**src/rtl/axi_reg_slice.sv**
```systemverilog
// axi_reg_slice: one configurable pipeline stage on each AXI4 channel
// (AW, W, B, AR, R) between a master (s_ side) and a controller front end
// (m_ side). AW/W/AR flow s -> m, B/R flow m -> s.
//
// Handshake semantics (all channels, both sides): a beat transfers on a
// rising clk edge where valid and ready are both high. Once valid is high it
// stays high, and the payload stays stable, until ready is sampled high.
// Ready may be asserted independently of valid. Beat order is preserved and
// payloads are never modified.
//
// Per-channel MODE: 0 = combinational bypass, 1 = 2-entry skid buffer with a
// registered ready (full throughput), 2 = single register (half throughput).
//
// Ports:
//   clk, rst                     clock, asynchronous active-low reset
//   s_aw_*, m_aw_*               AW in (master) / out (controller)
//   s_w_*,  m_w_*                W  in (master) / out (controller)
//   s_ar_*, m_ar_*               AR in (master) / out (controller)
//   m_b_*,  s_b_*                B  in (controller) / out (master)
//   m_r_*,  s_r_*                R  in (controller) / out (master)
//   idle                         high when no registered stage holds a beat

module axi_reg_slice_stage #(
  parameter int W    = 8,
  parameter int MODE = 1
) (
  input  logic         clk,
  input  logic         rst,
  input  logic         in_valid,
  output logic         in_ready,
  input  logic [W-1:0] in_data,
  output logic         out_valid,
  input  logic         out_ready,
  output logic [W-1:0] out_data,
  output logic         busy
);

  generate
    if (MODE == 0) begin : g_bypass
      // No storage: clock and reset are intentionally unused.
      logic unused_clk_rst;
      assign unused_clk_rst = clk ^ rst;
      assign out_valid = in_valid;
      assign out_data  = in_data;
      assign in_ready  = out_ready;
      assign busy      = 1'b0;
    end else if (MODE == 1) begin : g_full
      logic         main_valid;
      logic         skid_valid;
      logic         ready_q;
      logic [W-1:0] main_data;
      logic [W-1:0] skid_data;
      logic         push;
      logic         pop;
      logic         main_valid_nxt;
      logic         skid_valid_nxt;

      assign push = in_valid && ready_q;
      assign pop  = main_valid && out_ready;

      // Main always holds the oldest beat; skid only fills while main is full.
      always_comb begin
        main_valid_nxt = main_valid;
        skid_valid_nxt = skid_valid;
        if (pop) begin
          if (skid_valid) begin
            main_valid_nxt = 1'b1;
            skid_valid_nxt = push;
          end else begin
            main_valid_nxt = push;
          end
        end else if (push) begin
          if (main_valid) skid_valid_nxt = 1'b1;
          else            main_valid_nxt = 1'b1;
        end
      end

      // Ready is computed from the post-edge occupancy so that it is already
      // low in the cycle after the second entry lands.
      always_ff @(posedge clk or negedge rst) begin
        if (!rst) begin
          main_valid <= 1'b0;
          skid_valid <= 1'b0;
          ready_q    <= 1'b0;
        end else begin
          main_valid <= main_valid_nxt;
          skid_valid <= skid_valid_nxt;
          ready_q    <= !(main_valid_nxt && skid_valid_nxt);
        end
      end

      // Payload registers carry no reset; their content is ignored while
      // the matching valid bit is low.
      always_ff @(posedge clk) begin
        if (pop) begin
          if (skid_valid) begin
            main_data <= skid_data;
            if (push) skid_data <= in_data;
          end else if (push) begin
            main_data <= in_data;
          end
        end else if (push) begin
          if (main_valid) skid_data <= in_data;
          else            main_data <= in_data;
        end
      end

      assign in_ready  = ready_q;
      assign out_valid = main_valid;
      assign out_data  = main_data;
      assign busy      = main_valid;
    end else if (MODE == 2) begin : g_light
      logic         valid_q;
      logic [W-1:0] data_q;
      logic         push;
      logic         pop;

      // Ready is the inverse of the occupancy flop, so push and pop can
      // never coincide: one beat per two cycles.
      assign push = in_valid && !valid_q;
      assign pop  = valid_q && out_ready;

      always_ff @(posedge clk or negedge rst) begin
        if (!rst) begin
          valid_q <= 1'b0;
        end else if (push) begin
          valid_q <= 1'b1;
        end else if (pop) begin
          valid_q <= 1'b0;
        end
      end

      always_ff @(posedge clk) begin
        if (push) data_q <= in_data;
      end

      assign in_ready  = !valid_q;
      assign out_valid = valid_q;
      assign out_data  = data_q;
      assign busy      = valid_q;
    end else begin : g_bad_mode
      $error("axi_reg_slice_stage: illegal MODE %0d (legal: 0, 1, 2)", MODE);
      logic unused_inputs;
      assign unused_inputs = ^{clk, rst, in_valid, out_ready, in_data};
      assign in_ready  = 1'b0;
      assign out_valid = 1'b0;
      assign out_data  = '0;
      assign busy      = 1'b0;
    end
  endgenerate

endmodule

module axi_reg_slice #(
  parameter  int DATA_W  = 256,
  parameter  int ADDR_W  = 32,
  parameter  int ID_W    = 1,
  parameter  int AW_MODE = 1,
  parameter  int W_MODE  = 1,
  parameter  int B_MODE  = 1,
  parameter  int AR_MODE = 1,
  parameter  int R_MODE  = 1,
  localparam int AX_W    = ADDR_W + ID_W + 29,
  localparam int W_W     = DATA_W + DATA_W / 8 + ID_W + 2,
  localparam int B_W     = ID_W + 4,
  localparam int R_W     = DATA_W + ID_W + 4
) (
  input  logic            clk,
  input  logic            rst,
  input  logic            s_aw_valid,
  input  logic [AX_W-1:0] s_aw_payload,
  output logic            s_aw_ready,
  output logic            m_aw_valid,
  output logic [AX_W-1:0] m_aw_payload,
  input  logic            m_aw_ready,
  input  logic            s_w_valid,
  input  logic [W_W-1:0]  s_w_payload,
  output logic            s_w_ready,
  output logic            m_w_valid,
  output logic [W_W-1:0]  m_w_payload,
  input  logic            m_w_ready,
  input  logic            s_ar_valid,
  input  logic [AX_W-1:0] s_ar_payload,
  output logic            s_ar_ready,
  output logic            m_ar_valid,
  output logic [AX_W-1:0] m_ar_payload,
  input  logic            m_ar_ready,
  input  logic            m_b_valid,
  input  logic [B_W-1:0]  m_b_payload,
  output logic            m_b_ready,
  output logic            s_b_valid,
  output logic [B_W-1:0]  s_b_payload,
  input  logic            s_b_ready,
  input  logic            m_r_valid,
  input  logic [R_W-1:0]  m_r_payload,
  output logic            m_r_ready,
  output logic            s_r_valid,
  output logic [R_W-1:0]  s_r_payload,
  input  logic            s_r_ready,
  output logic            idle
);

  generate
    if (DATA_W != 32 && DATA_W != 64 && DATA_W != 128 &&
        DATA_W != 256 && DATA_W != 512) begin : g_bad_data_w
      $error("axi_reg_slice: illegal DATA_W %0d", DATA_W);
    end
  endgenerate

  logic aw_busy;
  logic w_busy;
  logic b_busy;
  logic ar_busy;
  logic r_busy;

  axi_reg_slice_stage #(.W(AX_W), .MODE(AW_MODE)) u_aw (
    .clk       (clk),
    .rst       (rst),
    .in_valid  (s_aw_valid),
    .in_ready  (s_aw_ready),
    .in_data   (s_aw_payload),
    .out_valid (m_aw_valid),
    .out_ready (m_aw_ready),
    .out_data  (m_aw_payload),
    .busy      (aw_busy)
  );

  axi_reg_slice_stage #(.W(W_W), .MODE(W_MODE)) u_w (
    .clk       (clk),
    .rst       (rst),
    .in_valid  (s_w_valid),
    .in_ready  (s_w_ready),
    .in_data   (s_w_payload),
    .out_valid (m_w_valid),
    .out_ready (m_w_ready),
    .out_data  (m_w_payload),
    .busy      (w_busy)
  );

  axi_reg_slice_stage #(.W(AX_W), .MODE(AR_MODE)) u_ar (
    .clk       (clk),
    .rst       (rst),
    .in_valid  (s_ar_valid),
    .in_ready  (s_ar_ready),
    .in_data   (s_ar_payload),
    .out_valid (m_ar_valid),
    .out_ready (m_ar_ready),
    .out_data  (m_ar_payload),
    .busy      (ar_busy)
  );

  axi_reg_slice_stage #(.W(B_W), .MODE(B_MODE)) u_b (
    .clk       (clk),
    .rst       (rst),
    .in_valid  (m_b_valid),
    .in_ready  (m_b_ready),
    .in_data   (m_b_payload),
    .out_valid (s_b_valid),
    .out_ready (s_b_ready),
    .out_data  (s_b_payload),
    .busy      (b_busy)
  );

  axi_reg_slice_stage #(.W(R_W), .MODE(R_MODE)) u_r (
    .clk       (clk),
    .rst       (rst),
    .in_valid  (m_r_valid),
    .in_ready  (m_r_ready),
    .in_data   (m_r_payload),
    .out_valid (s_r_valid),
    .out_ready (s_r_ready),
    .out_data  (s_r_payload),
    .busy      (r_busy)
  );

  assign idle = !(aw_busy || w_busy || b_busy || ar_busy || r_busy);

endmodule

```
**config.mk**
```make
export PLATFORM = sky130hd
export DESIGN_NAME = axi_reg_slice
export DESIGN_NICKNAME = d
export VERILOG_FILES = /design/src/rtl/axi_reg_slice.sv
export SDC_FILE = /design/constraint.sdc
export NUM_CORES = 1
export LEC_CHECK = 0
export ABC_AREA = 1
export CAP_MARGIN = 0
export CORE_AREA = 2 2 538 540
export CTS_CLUSTER_SIZE = 8
export DETAILED_ROUTE_END_ITERATION = 10
export DIE_AREA = 0 0 540 542
export GPL_ROUTABILITY_DRIVEN = 1
export SKIP_CTS_REPAIR_TIMING = 1
export SYNTH_ARGS = -nofsm -noshare
export SYNTH_HDL_FRONTEND = slang
export SYNTH_SLANG_ARGS = --single-unit
export TNS_END_PERCENT = 50
```
**constraint.sdc**
```tcl
create_clock -name clk -period 25.8 [get_ports clk]
set_input_delay 5.16 -clock clk [delete_from_list [all_inputs] [get_ports clk]]
set_output_delay 5.16 -clock clk [all_outputs]
set_load 0.005 [all_outputs]
```
[After elaboration in Yosys (flattened, before gate mapping)]
Cells that the tools add are included.
Cells by class
  multiplexer cells: 80
  reductions and logical operators: 50
  eq/ne operators: 15
Operators by type and width (number)
  $mux W291: 9
  $mux W261: 9
  $mux W62: 18
  $mux W5: 9
  $mux W1: 35
  $reduce_bool A2 Y1: 15
  $ne A2 B2 Y1 const B: 10
  $reduce_and A4 Y1: 5
  $logic_and A1 B1 Y1: 15
  $reduce_and A3 Y1: 5
  $ne A2 B1 Y1 const B: 5
  $logic_not A1 Y1: 6
  $logic_or A1 B1 Y1: 4
Storage, ports and cells
  output and inout port bits: 692
  word-level logic and storage cells: 170
  register bits after elaboration: 1377

[Longest topological paths before layout]
Gate-level depths: netlist (run 1).
  word-level depth: 5
  mapped depth: 7
  mapped depth without buffers: 5

[Cells and area by module]
Synthesis (run 1) repeated with hierarchy kept, for this count alone.
Unflattened totals
  cell total of the unflattened synthesis: 3701
  area, all modules: 50833.8 um^2
By module, submodules not included
  axi_reg_slice_stage (u_w): times used 1, area each 21528.1 um^2, cells an instance 1545
  axi_reg_slice_stage (u_r): times used 1, area each 19073.3 um^2, cells an instance 1387
  axi_reg_slice_stage (u_ar ...): times used 2, area each 4827.1 um^2, cells an instance 355
  axi_reg_slice_stage (u_b): times used 1, area each 551.8 um^2, cells an instance 52
  axi_reg_slice: times used 1, area each 26.3 um^2, cells an instance 7

[Worst setup path after synthesis (run 1)]
OpenSTA, ideal clock, no wires.
  path type: input-to-reg
  start point: input port s_w_valid
  end point: register u_w.g_full.main_data[0], in the netlist u_w.out_data[0] (enable)
  path buffers: 0
  arrival: 25.510 ns
  setup time: 1.346 ns
  setup slack: -1.056 ns
  stages: 2
  cells stage by stage: nand2_1 o21ai_0
Between the ends
  longest elaborated chain between the ends: 3
Ends and longest elaborated chain
  from (decl): line 176  | input logic s_w_valid,
  $logic_and A1 B1 Y1 (*): line 58  | assign push = in_valid && ready_q;
  $reduce_bool A2 Y1 (no source line)
  $reduce_and A3 Y1 (no source line) (*)
  to (signal assigned): line 97  | main_data <= skid_data;
  to (signal assigned): line 100  | main_data <= in_data;
  to (signal assigned): line 104  | else main_data <= in_data;
  to (decl): line 51  | logic [W-1:0] main_data;
Every way passes the cells marked *; elsewhere a longest branch is shown, timed or not.
A chain may end at the register's enable or synchronous reset.

[Final worst setup path (run 1)]
  start point: input port m_w_ready
  end point: register u_w.g_full.main_data[28], in the netlist u_w.out_data[28] (enable)
Between the ends
  longest elaborated chain between the ends: 3
Ends and longest elaborated chain
  from (decl): line 181  | input logic m_w_ready,
  $logic_and A1 B1 Y1 (*): line 59  | assign pop = main_valid && out_ready;
  $ne A2 B2 Y1 (no source line) or $reduce_bool A2 Y1 (tied branches)
  $reduce_and A3 Y1 (no source line) (*)
Marks and branches as above.

==> results of run 1 <==
[synthesized netlist by cell type]
cell type     n  area share [%]
a21oi_1       2           0.020
buf_2       111             1.1
buf_4         2           0.030
buf_6         2           0.045
clkbuf_1     32            0.24
dfrtp_1      15            0.75
edfxtp_1   1362              81
inv_1       146             1.1
inv_2         1          0.0075
nand2_1    1825              14
nand3_1      11            0.11
nor2_1       10           0.075
nor2_4        1           0.022
nor3_1        1           0.010
o21ai_0     137             1.4
[state kept, by name (all words and copies together) (netlist names), 5 cells and up]
signal,count
u_aw.out_data,62
u_w.out_data,291
u_ar.g_full.skid_data,62
u_aw.g_full.skid_data,62
u_b.g_full.skid_data,5
u_ar.out_data,62
u_r.out_data,261
u_w.g_full.skid_data,291
u_b.out_data,5
u_r.g_full.skid_data,261
[layout make-up]
type | count | share of cell area (%)
flip-flops and latches | 1377 | 55.8
repair buffers | 1417 | 19.1
multi-input cells | 1987 | 10.5
clock buffers | 228 | 6.83
well taps | 3781 | 6.39
inverters | 147 | 0.766
clock inverters | 21 | 0.494
diodes | 50 | 0.169
[routing by layer]
metal | global-route usage (%) | vias to the layer above | routed length (um)
met3 | 8.38 | 517 | 30100
met2 | 23.3 | 1687 | 103000
met5 | 0 | - | 744
met4 | 5.43 | 124 | 8720
li1 | - | 15349 | -
met1 | 14.7 | 16470 | 75000
[final timing paths]
kind	startpoint	to	slack (ps)	cells past startpoint
max	m_w_ready	u_w.out_data[28]	16020	9
min	u_w.g_full.skid_data[79]	u_w.out_data[79]	480	2
max reg2reg	u_w.busy	u_w.out_data[28]	20360	8
min reg2reg	u_w.g_full.skid_data[79]	u_w.out_data[79]	480	2
max in group asynchronous	rst	u_aw.g_full.skid_valid	20900	1
min in group asynchronous	rst	u_b.in_ready	4390	1
[critical path, cell delays in order]
cell,delay [ps]
clkdlybuf4s50_1,540
nand2_1,130
nor2_4,550
inv_8,370
o21ai_4,170
buf_4,630
buf_4,790
buf_4,670
buf_4,910
[logic make-up (layout without fill, tap and decap cells)]
logic type	Yosys count	after routing	synth area share [%]
AND/OR/NAND/NOR	1848	1848	13.9
flip-flops	1377	1377	82.2
buffers and inverters	294	1813	2.52
AO/OA/AOI/OAI	139	139	1.39
other	0	50	0
[power breakdown]
group | internal, mW | leakage, nW | switching (mW)
Clock | 1.38 | 2.62 | 0.972
Sequential | 3.13 | 13.0 | 0.188
Combinational | 0.649 | 11.9 | 0.945
==> impl_results.md, run 1 <==
- Status: completed
- Routed WL: 218000 um
- Grt ovf: 0
- Crit path required time: 26200 ps
- Vias/cell: 3.79
- Largest net degree at the start of global routing: 198
- Count of warnings emitted by yosys: 0
- Final total power: 7.27 mW
- Pwr/cell area: 98.2 mW/mm2
- Wire per inst: 24.1 um
- Longest Clk Path Bufs: 4
- Final worst setup slack: 16020 ps
- Final Util: 25.8%
- Hpwl dp: 168000 um
- Final Setup Violations: 0
- Residual DRC: 0
- Root Buffer: clkbuf_16
- Final instance area: 0.0740 mm2
- Via count: 34147
- Post-synthesis register bit count: 1377
- Commonest non-fill, non-tap cell in the layout: nand2_1
- TritonRoute pass-1 iters: 5
- Post-synthesis sequential area ratio: 82.2%
- VDD IR max: 77.1 uV
- Clock sinks: 1377
- Crit. End Element: flop
- Non-Filler Instances: 9008
- Die footprint: 0.293 mm2
- Post-Syn Nets: 4351
- Slew headroom: 17.1%
- Synth cell types: 15
- Cell Count Post-Placement: 8709
- Post-Place Setup Slack: 15180 ps
- Setup TNS: 0 ps
- Final Cycle Share: 37.9%
- Multi-input logic area: 0.00777 mm2
- F_max: 0.102 GHz
- Horiz. Die Dim: 540 um
- Antenna Nets Post-Route: 0
- Gpl congestion: 0.959
- Worst Path Max Fanout: 103
- Arrival @ worst endpoint: 10180 ps
- Clock Pin Slew Worst Setup and Hold Paths: 50 ps
- Clk Latency, worst-skew pair: 870 ps
- Post-synthesis cell count: 3658
- Leakage: 27.5 nW
- Share of layout cells above drive strength 1: 5.06%
- Core area: 0.287 mm2
- RSZ-0062 raised after global routing: false
- All-layer global routing usage: 14.2%
- Hold Fails Final Rpt: 0
- Syn-to-layout area delta: 47.5%
- Register area: 0.0413 mm2
- First-pass GRT wire length: 287000 um
- Vias in the first global route: 33363
- Hold WS: 481 ps
- Fillers: 29706
- Commonest cells after routing, fill and taps aside: nand2_1, clkdlybuf4s50_1, edfxtp_1, clkbuf_16, inv_1
- Final net count: 5820
- Minimum clock period: 9780 ps
- Die Ht: 542 um
- # rows: 197
- Initial drt markers: 2703
- Post-synthesis cell area: 0.0502 mm2
- Min-delay worst type: flop to flop
- Antenna violations before repair: 165
- # port buffers: 1384
- Critical Path Source Type: primary input
- CTS tree: done
- Setup CP Type: primary input to flop
- Syn avg cell area: 13.7 um2
- Placed inst area: 0.0685 mm2
- CTS Buf Count: 197
- Max-cap viol count: 0
- I/O pin count: 1385
- Tightest Pin Transition: 1240 ps
- Fin. max-slew vios: 0
- Initial Utilization: 17.5%
- H-tree Lvls: 4
- Clock Skews: 70.5 ps
Note: power is estimated with default switching activity, not from simulation.
==> inputs of run 2 (changes only) <==
==> constraint.sdc (replaced) <==
create_clock -name clk -period 9.2 [get_ports clk]
set_input_delay 1.84 -clock clk [delete_from_list [all_inputs] [get_ports clk]]
set_output_delay 1.84 -clock clk [all_outputs]
set_load 0.005 [all_outputs]
==> run 2 against run 1 <==
- register-to-register slack lost 15000 ps
- sequential power grew to 2.8 times the previous value
- wire length is 3.9% higher
- die area unchanged
- non-clock buffer count increased by 2
- via count up 0.13%
- clock power rose to 2.9 times the previous value
- global-route usage rose by 0.64 points
- critical path depth is 5 lower
- core utilization grew 0.070 points
- clock skew increased by 21 ps
- largest power group unchanged
==> impl_results.md, run 2 (synthesized netlist as in run 1, its figures left out) <==
- Final net count: 5825
- Commonest cells after routing, fill and taps aside: nand2_1, clkdlybuf4s50_1, edfxtp_1, clkbuf_16, inv_1
- Commonest non-fill, non-tap cell in the layout: nand2_1
- H-tree Lvls: 4
- TritonRoute pass-1 iters: 6
- Min-delay worst type: flop to flop
- Initial Utilization: 17.5%
- Horiz. Die Dim: 540 um
- Final Cycle Share: 51.0%
- Antenna violations before repair: 175
- R2R Setup Slk: 5620 ps
- Minimum clock period: 4700 ps
- Final instance area: 0.0742 mm2
- Vias in the first global route: 33846
- Tightest Pin Transition: 1000 ps
- RSZ-0062 raised after global routing: false
- Crit. End Element: output port
- Metal-1 WL: 77800 um
- All-layer global routing usage: 14.8%
- Placed inst area: 0.0685 mm2
- Routed WL: 226000 um
- Clock Pin Slew Worst Setup and Hold Paths: 50 ps
- I/O pin count: 1385
- Vias/cell: 3.79
- Setup CP Type: flop to output port
- Crit path required time: 7360 ps
- Slew headroom: 33.0%
- Die footprint: 0.293 mm2
- Hold Fails Final Rpt: 0
- Max-cap viol count: 0
- Hold Path Origin: u_w.g_full.skid_data[172]
- Worst Setup SP: u_r.busy
- Hold WS: 430 ps
- Status: completed
- Residual DRC: 0
- Largest net degree at the start of global routing: 137
- # port buffers: 1384
- Clock Skews: 91.1 ps
- Leakage: 27.6 nW
- Met3 wire length: 36600 um
- Critical Path Source Type: flop
- Worst Reg-to-Reg Cells: 5
- Clk Latency, worst-skew pair: 860 ps
- F_max: 0.213 GHz
- Share of layout cells above drive strength 1: 5.26%
- First-pass GRT wire length: 298000 um
- CTS tree: done
- Clock sinks: 1377
- Fin. max-slew vios: 0
- Longest Clk Path Bufs: 4
- Setup TNS: 0 ps
- Endpoint, Worst Hold: u_w.out_data[172]
- WHS Path Cells: 2
- Hpwl dp: 179000 um
- VDD IR max: 194 uV
- Via count: 34192
- Die Ht: 542 um
- Worst r2r dst: u_r.out_data[183]
- Final total power: 20.6 mW
- Core area: 0.287 mm2
- Syn-to-layout area delta: 47.9%
- Start of the worst register-to-register path: u_r.busy
- Grt ovf: 0
- Arrival @ worst endpoint: 2860 ps
- # rows: 197
- Met2 Routed Length: 101000 um
- Antenna Nets Post-Route: 0
- CTS Buf Count: 200
- Initial drt markers: 2856
- Final Setup Violations: 0
- Root Buffer: clkbuf_16
- Gpl congestion: 0.885
- Worst Path Max Fanout: 6
- Pwr/cell area: 277 mW/mm2
- Top sig layer: met5
- Wire per inst: 25.0 um
-- run 2: cell types whose count changed in the layout (fill, tap and decap cells not counted), moves of 3 or more --
cell	change
clkinvlp_4	+3
clkinv_1	-5
clkbuf_1	+7
clkbuf_16	+5
buf_12	+3
inv_16	+5
clkinv_16	-5
-- run 2: worst max path at each step --
stage / slack, ps / to / depth (start not counted)
after floorplan: -850 / u_w.g_full.skid_data[0] / 2
after global placement: 3550 / u_w.out_data[118] / 8
after detailed placement: 3510 / u_w.out_data[118] / 8
after CTS: 4160 / idle / 4
after global routing: 4290 / u_w.out_data[163] / 8
final: 4500 / idle / 4
-- run 2: per-layer routing --
metal	vias to the layer above	track usage (%)
met3	559	10.5
met1	16307	15.2
li1	15375	-
met2	1809	23.0
met5	-	0
met4	142	6.27
-- run 2: worst max-delay path: stages, from the launching register on --
cell and delay [ps]:
dfrtp_1 450, inv_1 260, nand3_1 400, nor3_1 290, clkdlybuf4s50_1 590
-- run 2: final cells by class --
cell class | instances | area (um2)
diodes | 52 | 130
clock buffers | 241 | 5220
clock inverters | 20 | 338
fillers | 29606 | 213000
inverters | 147 | 567
multi-input cells | 1987 | 7770
flip-flops and latches | 1377 | 41300
well taps | 3781 | 4730
repair buffers | 1419 | 14200
-- run 2: through the flow --
step,util [%],setup slack [ps],std cells
after floorplan,-,-847,3658
after global placement,23.9,3550,8711
after detailed placement,23.9,3510,8711
after CTS,25.8,4160,8972
after global routing,25.8,4290,8990
final,25.9,4500,9024
-- run 2: report_power, final --
| part | switching [mW] | internal [mW] | leakage [nW] |
|---|---|---|---|
| clock | 2.75 | 4.00 | 2.70 |
| sequential | 0.474 | 8.78 | 13.0 |
| combinational | 2.73 | 1.83 | 11.9 |
